**config.mk**
```make
export PLATFORM = sky130hd
export DESIGN_NAME = mul_issue_ctrl
export DESIGN_NICKNAME = d
export VERILOG_FILES = /design/src/rtl/mul_issue_ctrl.sv
export SDC_FILE = /design/constraint.sdc
export NUM_CORES = 1
export LEC_CHECK = 0
export ABC_AREA = 1
export BUFFER_PORTS_ARGS = -buffer_cell sky130_fd_sc_hd__buf_2
export CORE_ASPECT_RATIO = 0.5
export CORE_MARGIN = 5
export CORE_UTILIZATION = 53
export CTS_BUF_LIST = sky130_fd_sc_hd__clkbuf_4 sky130_fd_sc_hd__clkbuf_8
export CTS_CLUSTER_DIAMETER = 50
export DETAILED_ROUTE_END_ITERATION = 8
export MAX_ROUTING_LAYER = met4
export PLACE_DENSITY_LB_ADDON = 0.3
export SLEW_MARGIN = 20
export SYNTH_ARGS = -nofsm -noshare
export SYNTH_HDL_FRONTEND = slang
export SYNTH_SLANG_ARGS = --single-unit
```
**constraint.sdc**
```tcl
create_clock -name clk_i -period 2.7 [get_ports clk_i]
set_clock_uncertainty 0.05 [all_clocks]
set_input_delay 0.405 -clock clk_i [delete_from_list [all_inputs] [get_ports clk_i]]
set_output_delay 0.405 -clock clk_i [all_outputs]
set_load 0.005 [all_outputs]
```
**src/rtl/mul_issue_ctrl.sv**
```systemverilog
// Two-port round-robin issue sequencer for the iterative radix-4 Booth multiplier.
// One op in flight: grant, run the unit for MUL_CYCLES+1 enabled cycles, capture, respond.
module mul_issue_ctrl #(
  parameter int unsigned XLEN       = 32,
  parameter int unsigned TAG_W      = 4,
  parameter int unsigned MUL_CYCLES = 16
) (
  input  logic                 clk_i,
  input  logic                 rst_i,
  input  logic [1:0]           req_valid_i,
  output logic [1:0]           req_ready_o,
  input  logic [2*XLEN-1:0]    req_a_i,
  input  logic [2*XLEN-1:0]    req_b_i,
  input  logic [3:0]           req_op_i,
  input  logic [2*TAG_W-1:0]   req_tag_i,
  input  logic                 flush_i,
  output logic                 rsp_valid_o,
  input  logic                 rsp_ready_i,
  output logic [XLEN-1:0]      rsp_data_o,
  output logic [TAG_W-1:0]     rsp_tag_o,
  output logic                 rsp_port_o,
  output logic [XLEN-1:0]      mul_a_o,
  output logic [XLEN-1:0]      mul_b_o,
  output logic [1:0]           mul_op_o,
  output logic                 mul_clk_en_o,
  input  logic                 mul_free_i,
  input  logic [XLEN-1:0]      mul_result_i,
  output logic                 busy_o,
  output logic                 err_o
);

  localparam int unsigned CNT_W = $clog2(MUL_CYCLES + 1);
  localparam logic [CNT_W-1:0] CNT_MAX = CNT_W'(MUL_CYCLES);

  typedef enum logic [1:0] {IDLE, RUN, CAPT, RESP} state_e;

  state_e           state_q;
  logic [CNT_W-1:0] cnt_q;
  logic             last_q;
  logic             killed_q;

  logic             gnt_valid;
  logic             gnt_port;
  logic [XLEN-1:0]  sel_a;
  logic [XLEN-1:0]  sel_b;
  logic [1:0]       sel_op;
  logic [TAG_W-1:0] sel_tag;

  // Grant is combinational so the requester sees ready in the same cycle;
  // suppressed during reset because the state cannot advance then.
  always_comb begin
    gnt_valid = (state_q == IDLE) && (|req_valid_i) && !flush_i && !rst_i;
    if (req_valid_i == 2'b11) gnt_port = ~last_q;
    else                      gnt_port = req_valid_i[1];
    req_ready_o = '0;
    if (gnt_valid) req_ready_o = gnt_port ? 2'b10 : 2'b01;
    sel_a   = gnt_port ? req_a_i[2*XLEN-1:XLEN]    : req_a_i[XLEN-1:0];
    sel_b   = gnt_port ? req_b_i[2*XLEN-1:XLEN]    : req_b_i[XLEN-1:0];
    sel_op  = gnt_port ? req_op_i[3:2]             : req_op_i[1:0];
    sel_tag = gnt_port ? req_tag_i[2*TAG_W-1:TAG_W] : req_tag_i[TAG_W-1:0];
  end

  assign busy_o = (state_q != IDLE);

  always_ff @(posedge clk_i) begin
    if (rst_i) begin
      state_q      <= IDLE;
      cnt_q        <= '0;
      last_q       <= 1'b1;
      killed_q     <= 1'b0;
      mul_a_o      <= '0;
      mul_b_o      <= '0;
      mul_op_o     <= '0;
      mul_clk_en_o <= 1'b0;
      rsp_valid_o  <= 1'b0;
      rsp_data_o   <= '0;
      rsp_tag_o    <= '0;
      rsp_port_o   <= 1'b0;
      err_o        <= 1'b0;
    end else begin
      case (state_q)
        IDLE: begin
          if (gnt_valid) begin
            mul_a_o      <= sel_a;
            mul_b_o      <= sel_b;
            mul_op_o     <= sel_op;
            rsp_tag_o    <= sel_tag;
            rsp_port_o   <= gnt_port;
            last_q       <= gnt_port;
            cnt_q        <= '0;
            killed_q     <= 1'b0;
            mul_clk_en_o <= 1'b1;
            state_q      <= RUN;
          end
        end
        RUN: begin
          // The unit cannot abort, so a flush only marks the op; it still runs to completion.
          if (flush_i) killed_q <= 1'b1;
          if (cnt_q == CNT_MAX) begin
            mul_clk_en_o <= 1'b0;
            state_q      <= CAPT;
          end else begin
            cnt_q <= cnt_q + CNT_W'(1);
          end
        end
        CAPT: begin
          if (!mul_free_i) err_o <= 1'b1;
          if (killed_q || flush_i) begin
            mul_a_o  <= '0;
            mul_b_o  <= '0;
            mul_op_o <= '0;
            state_q  <= IDLE;
          end else begin
            rsp_data_o  <= mul_result_i;
            rsp_valid_o <= 1'b1;
            state_q     <= RESP;
          end
        end
        RESP: begin
          if (rsp_ready_i || flush_i) begin
            rsp_valid_o <= 1'b0;
            mul_a_o     <= '0;
            mul_b_o     <= '0;
            mul_op_o    <= '0;
            state_q     <= IDLE;
          end
        end
        default: state_q <= IDLE;
      endcase
    end
  end

endmodule

```
# Word level (Yosys, flattened, before mapping)
# Cells that the tools add are included.
[word_totals]
ff_bits = 115
inputBits = 179
out_inout_bits = 109
wordCells = 84
[classes]
addsub = 1
eq_ne = 12
mux = 33
bitwise_logic = 3
n_reduce_logical = 22
[op_table]
columns = ["cell", "n"]
rows = [
  ["$mux W32", 6],
  ["$pmux W32 S3", 2],
  ["$mux W2", 9],
  ["$reduce_and A3 Y1", 5],
  ["$ne A2 B2 Y1 const B", 7],
  ["$mux W5", 2],
  ["$pmux W5 S2", 1],
  ["$pmux W2 S4", 1],
  ["$mux W1", 7],
  ["$eq A2 B2 Y1 const B", 3],
  ["$pmux W1 S2", 3],
  ["$pmux W2 S3", 1],
  ["$reduce_and A2 Y1", 3],
  ["$reduce_bool A2 Y1", 3],
  ["$add A5 B1 Y5 const B", 1],
  ["$eq A5 B5 Y1 const B", 1],
  ["$mux W4", 1],
  ["$reduce_and A4 Y1", 1],
  ["$logic_and A1 B1 Y1", 3],
  ["$not A1 Y1", 3],
  ["$reduce_bool A3 Y1", 1],
  ["$eq A2 B1 Y1 const B", 1],
  ["$logic_not A1 Y1", 2],
  ["$logic_not A2 Y1", 1],
  ["2 further kinds", 3],
]

# Depth between registers and ports, before layout
[logic_depth]
word_depth = 6
mapped_depth = 11

# Least setup slack after synthesis
# Ideal clock, no wire load.
[synth_path]
kind = "input port to output port"
startpoint = "input port rst_i"
endpoint = "output port req_ready_o[0]"
arrival_time_ns = 1.263
required_ns = 2.245
setup_slack_ns = 0.982
stages = 7
path_buffers = 2
cell_sequence = "buf_2 -> inv_1 -> nand4_1 -> clkbuf_1 -> inv_1 -> nand2_1 -> inv_1"
[synth_between]
elab_chain_len = 3
[synth_lines]
columns = ["element", "line", "source"]
rows = [
  ["start: declaration", "9", "input logic rst_i,"],
  ["$logic_not A1 Y1", "52", "gnt_valid = (state_q == IDLE) && (|req_valid_i) && !flush_i && !rst_i;"],
  ["$logic_and A1 B1 Y1", "52", ""],
  ["$mux W2", "56", "if (gnt_valid) req_ready_o = gnt_port ? 2'b10 : 2'b01;"],
  ["end: declaration", "11", "output logic [1:0] req_ready_o,"],
]
# Every way passes these cells.

# Final worst setup path
[layout_path]
startpoint = "register state_q[1]"
endpoint = "output port req_ready_o[0]"
[layout_between]
elab_chain_len = 5
[layout_lines]
columns = ["element", "line", "source"]
rows = [
  ["start: declaration", "37", "state_e state_q;"],
  ["start signal: assignment", "67", "state_q <= IDLE;"],
  ["start signal: assignment", "93", "state_q <= RUN;"],
  ["start signal: assignment", "101", "state_q <= CAPT;"],
  ["$logic_not A2 Y1", "52", ""],
  ["$logic_and A1 B1 Y1 (3 in a row)", "52", ""],
  ["$mux W2", "56", ""],
]
# Every way passes these cells.

==> flow_metrics.tcl <==
set metrics [dict create \
    grt_overflow 0 \
    dieArea_um2 14400 \
    crit_path_end_kind "primary output" \
    setup_viol 0 \
    grt_pass1_vias 6938 \
    p_clk_frac 0.216 \
    routed_wl_mm 19.5 \
    swShare 0.431 \
    hold_buffers 0 \
    final_util 0.704 \
    vias_per_cell 4.90 \
    worstPathArrival_ns 2.01 \
    clkTransAtPathRegs_ns 0.08 \
    fin_crit_ns 2.46 \
    die_x_um 165 \
    vias 7161 \
    antenna_found_initial 0 \
    cpPeakStageDelay_ns 0.46 \
    tns_ns 0 \
    cts_setup_buffers 0 \
    rsz0062_at_grt "no" \
    hpwl_mm 13.7 \
    yosys_warnings 0 \
    insertion_delay_ns 0.41 \
    post-route-period-util 0.912 \
    relSlewSlack 0.575 \
    syn_to_final_growth_pct 30.5 \
    cts_made_buffers 17 \
    power_uw 8330 \
    fin_hold_ws_ns 0.182 \
    cp_max_fo 13 \
    diodes 0 \
    route.antenna.remaining_nets 0 \
    place_congestion 0.874 \
    syn_area_um2 6350 \
    drt_drc_violations_left 0 \
    fmax_mhz 406 \
    status "complete, no violations" \
    ctsHtreeMaxLevel 4 \
    final_nets 1464 \
    cp-start-kind "flip-flop" \
    gr-usage-all-layers 0.272 \
    netlist_instances 1033 \
    final_max_slew_viol_count 0 \
    cts.sinks 115 \
    ys_types 24 \
    grt_pass1_wl_mm 31.0 \
    cts_resized 0 \
    final_cell_mix "287 x buf_2, 246 x nand2_1, 193 x inv_1, 149 x nor2_1, 115 x dfxtp_1" \
    drtIter0Drc 636 \
    avgSynthCellArea_um2 6.15 \
    clockRootBuffer "clkbuf_8" \
    pin_count 288 \
    wl_per_cell_um 13.3 \
    combPwrFrac 0.489 \
    cts_tree "built" \
    crit_required_ns 2.25 \
    slowest_stage "dfxtp_1" \
    cp.buffers_inverters 4 \
    intPower_uw 4740 \
    ys_seq_elements 115 \
    final_common_cell "buf_2" \
    grt_max_degree 77 \
    power.density_nw_per_um2 1010 \
    syn_nets 1214 \
    start_util 0.539 \
    power_leakage_uw 0.00484 \
    cts.path.max_buffers 2 \
    crit_path_frequent_cell "inv_1" \
    final_hold_viol_count 0 \
    cap_violations 0 \
    portBuffers 287 \
    ir_worst_vdd_mv 1.07 \
    p_seq_frac 0.295 \
    synth.yosys.seq_area_share 0.363 \
    drive_gt1_frac 0.270 \
    dr.pass1.iters 6 \
    p_switching_uw 3590 \
    core_area_um2 11800 \
    cp_cell_sequence "nor2_2 -> nand4_1 -> buf_4 -> inv_1 -> nand2_1 -> inv_1 -> buf_2" \
    rows 28 \
    crit_family "simple AND/OR/NAND/NOR gates" \
    worstMarginPinSlew_ns 0.638 \
    hold_class "primary input to flip-flop" \
    path_class "flip-flop to primary output" \
    die_height_um 87.4 \
]
==> cell families (layout without fill, tap and decap cells) <==
kind of cell               count (synthesis)  count (layout)  share of synthesized area
AOI/OAI and AO/OA                         59              59                     0.0477
buffers and inverters                    272             535                      0.167
DFF                                      115             115                      0.363
adders and majority gates                  2               2                    0.00394
xor gates and xnor gates                   1               1                    0.00138
and+or+nand+nor                          584             584                      0.417
==> per-stage QoR <==
step	area, um2	instances	worst slack (ns)
2_1_floorplan	6350	1033	0.982
3_3_place_gp	7830	1429	0.756
3_5_place_dp	7830	1429	0.663
4_1_cts	8280	1461	0.158
5_1_grt	8290	1461	0.103
6_report	8290	1461	0.238
==> state kept, by name, indices dropped and copies added (netlist names) <==
signal and count:
mul_a_o 32, mul_b_o 32, rsp_data_o 32, cnt_q 5, rsp_tag_o 4, mul_op_o 2
state_q 2, err_o 1, killed_q 1, last_q 1, mul_clk_en_o 1, rsp_port_o 1
rsp_valid_o 1
==> routing by layer <==
layer	vias to the layer above	track usage	share of wire
met2	285	0.480	0.49
met4	0	0.103	0.024
met5	-	-	0
met1	3185	0.299	0.40
li1	3651	-	-
met3	40	0.0681	0.084
==> path summary, 6_finish.rpt <==
kind | start | end | slack (ns) | depth (start not counted)
max | state_q[1] | req_ready_o[0] | 0.24 | 7
min reg2reg | rsp_port_o | rsp_port_o | 0.41 | 2
max reg2reg | state_q[1] | state_q[0] | 0.72 | 7
min | mul_result_i[25] | rsp_data_o[25] | 0.18 | 3
==> tightest hold or removal path, stage by stage <==
cell     delay, ns
buf_2         0.07
o21ai_0       0.07
nor2_1        0.08
==> power groups by stage <==
stage / Sequential, uW / Combinational [uW] / Clock [uW]
after floorplan: 2490 / 2860 / 0
after global placement: 2460 / 3950 / 0
after detailed placement: 2490 / 4060 / 0
after CTS: 2450 / 4080 / 1830
after global routing: 2510 / 4740 / 1910
final: 2460 / 4080 / 1800
==> cells in the mapped netlist <==
cell type / instances / area (um2)
buf_4: 1 / 7.51
buf_6: 3 / 33.8
buf_1: 8 / 30.0
a21oi_1: 20 / 100
buf_2: 12 / 60.1
clkbuf_1: 49 / 184
nor2_2: 1 / 6.26
inv_1: 194 / 728
xor2_1: 1 / 8.76
nand2_2: 1 / 6.26
nor2_1: 150 / 563
nand3_1: 64 / 320
nand3b_1: 57 / 428
nand2_1: 249 / 935
nand4_1: 59 / 369
dfxtp_1: 115 / 2300
o211ai_1: 1 / 7.51
inv_2: 5 / 18.8
ha_1: 2 / 25.0
o21a_1: 1 / 7.51
o31ai_1: 1 / 7.51
nand3_2: 1 / 10.0
nor3_1: 2 / 10.0
o21ai_0: 36 / 180
==> area by class of cell <==
cell class / instances / area [um2]
multi-input combinational: 646 / 3000
clock inverter: 12 / 180
tap: 165 / 206
timing repair buffer: 304 / 1580
inverter: 199 / 747
clock buffer: 20 / 269
sequential: 115 / 2300
fill: 1060 / 3490
(Power assumes the default switching activity.)
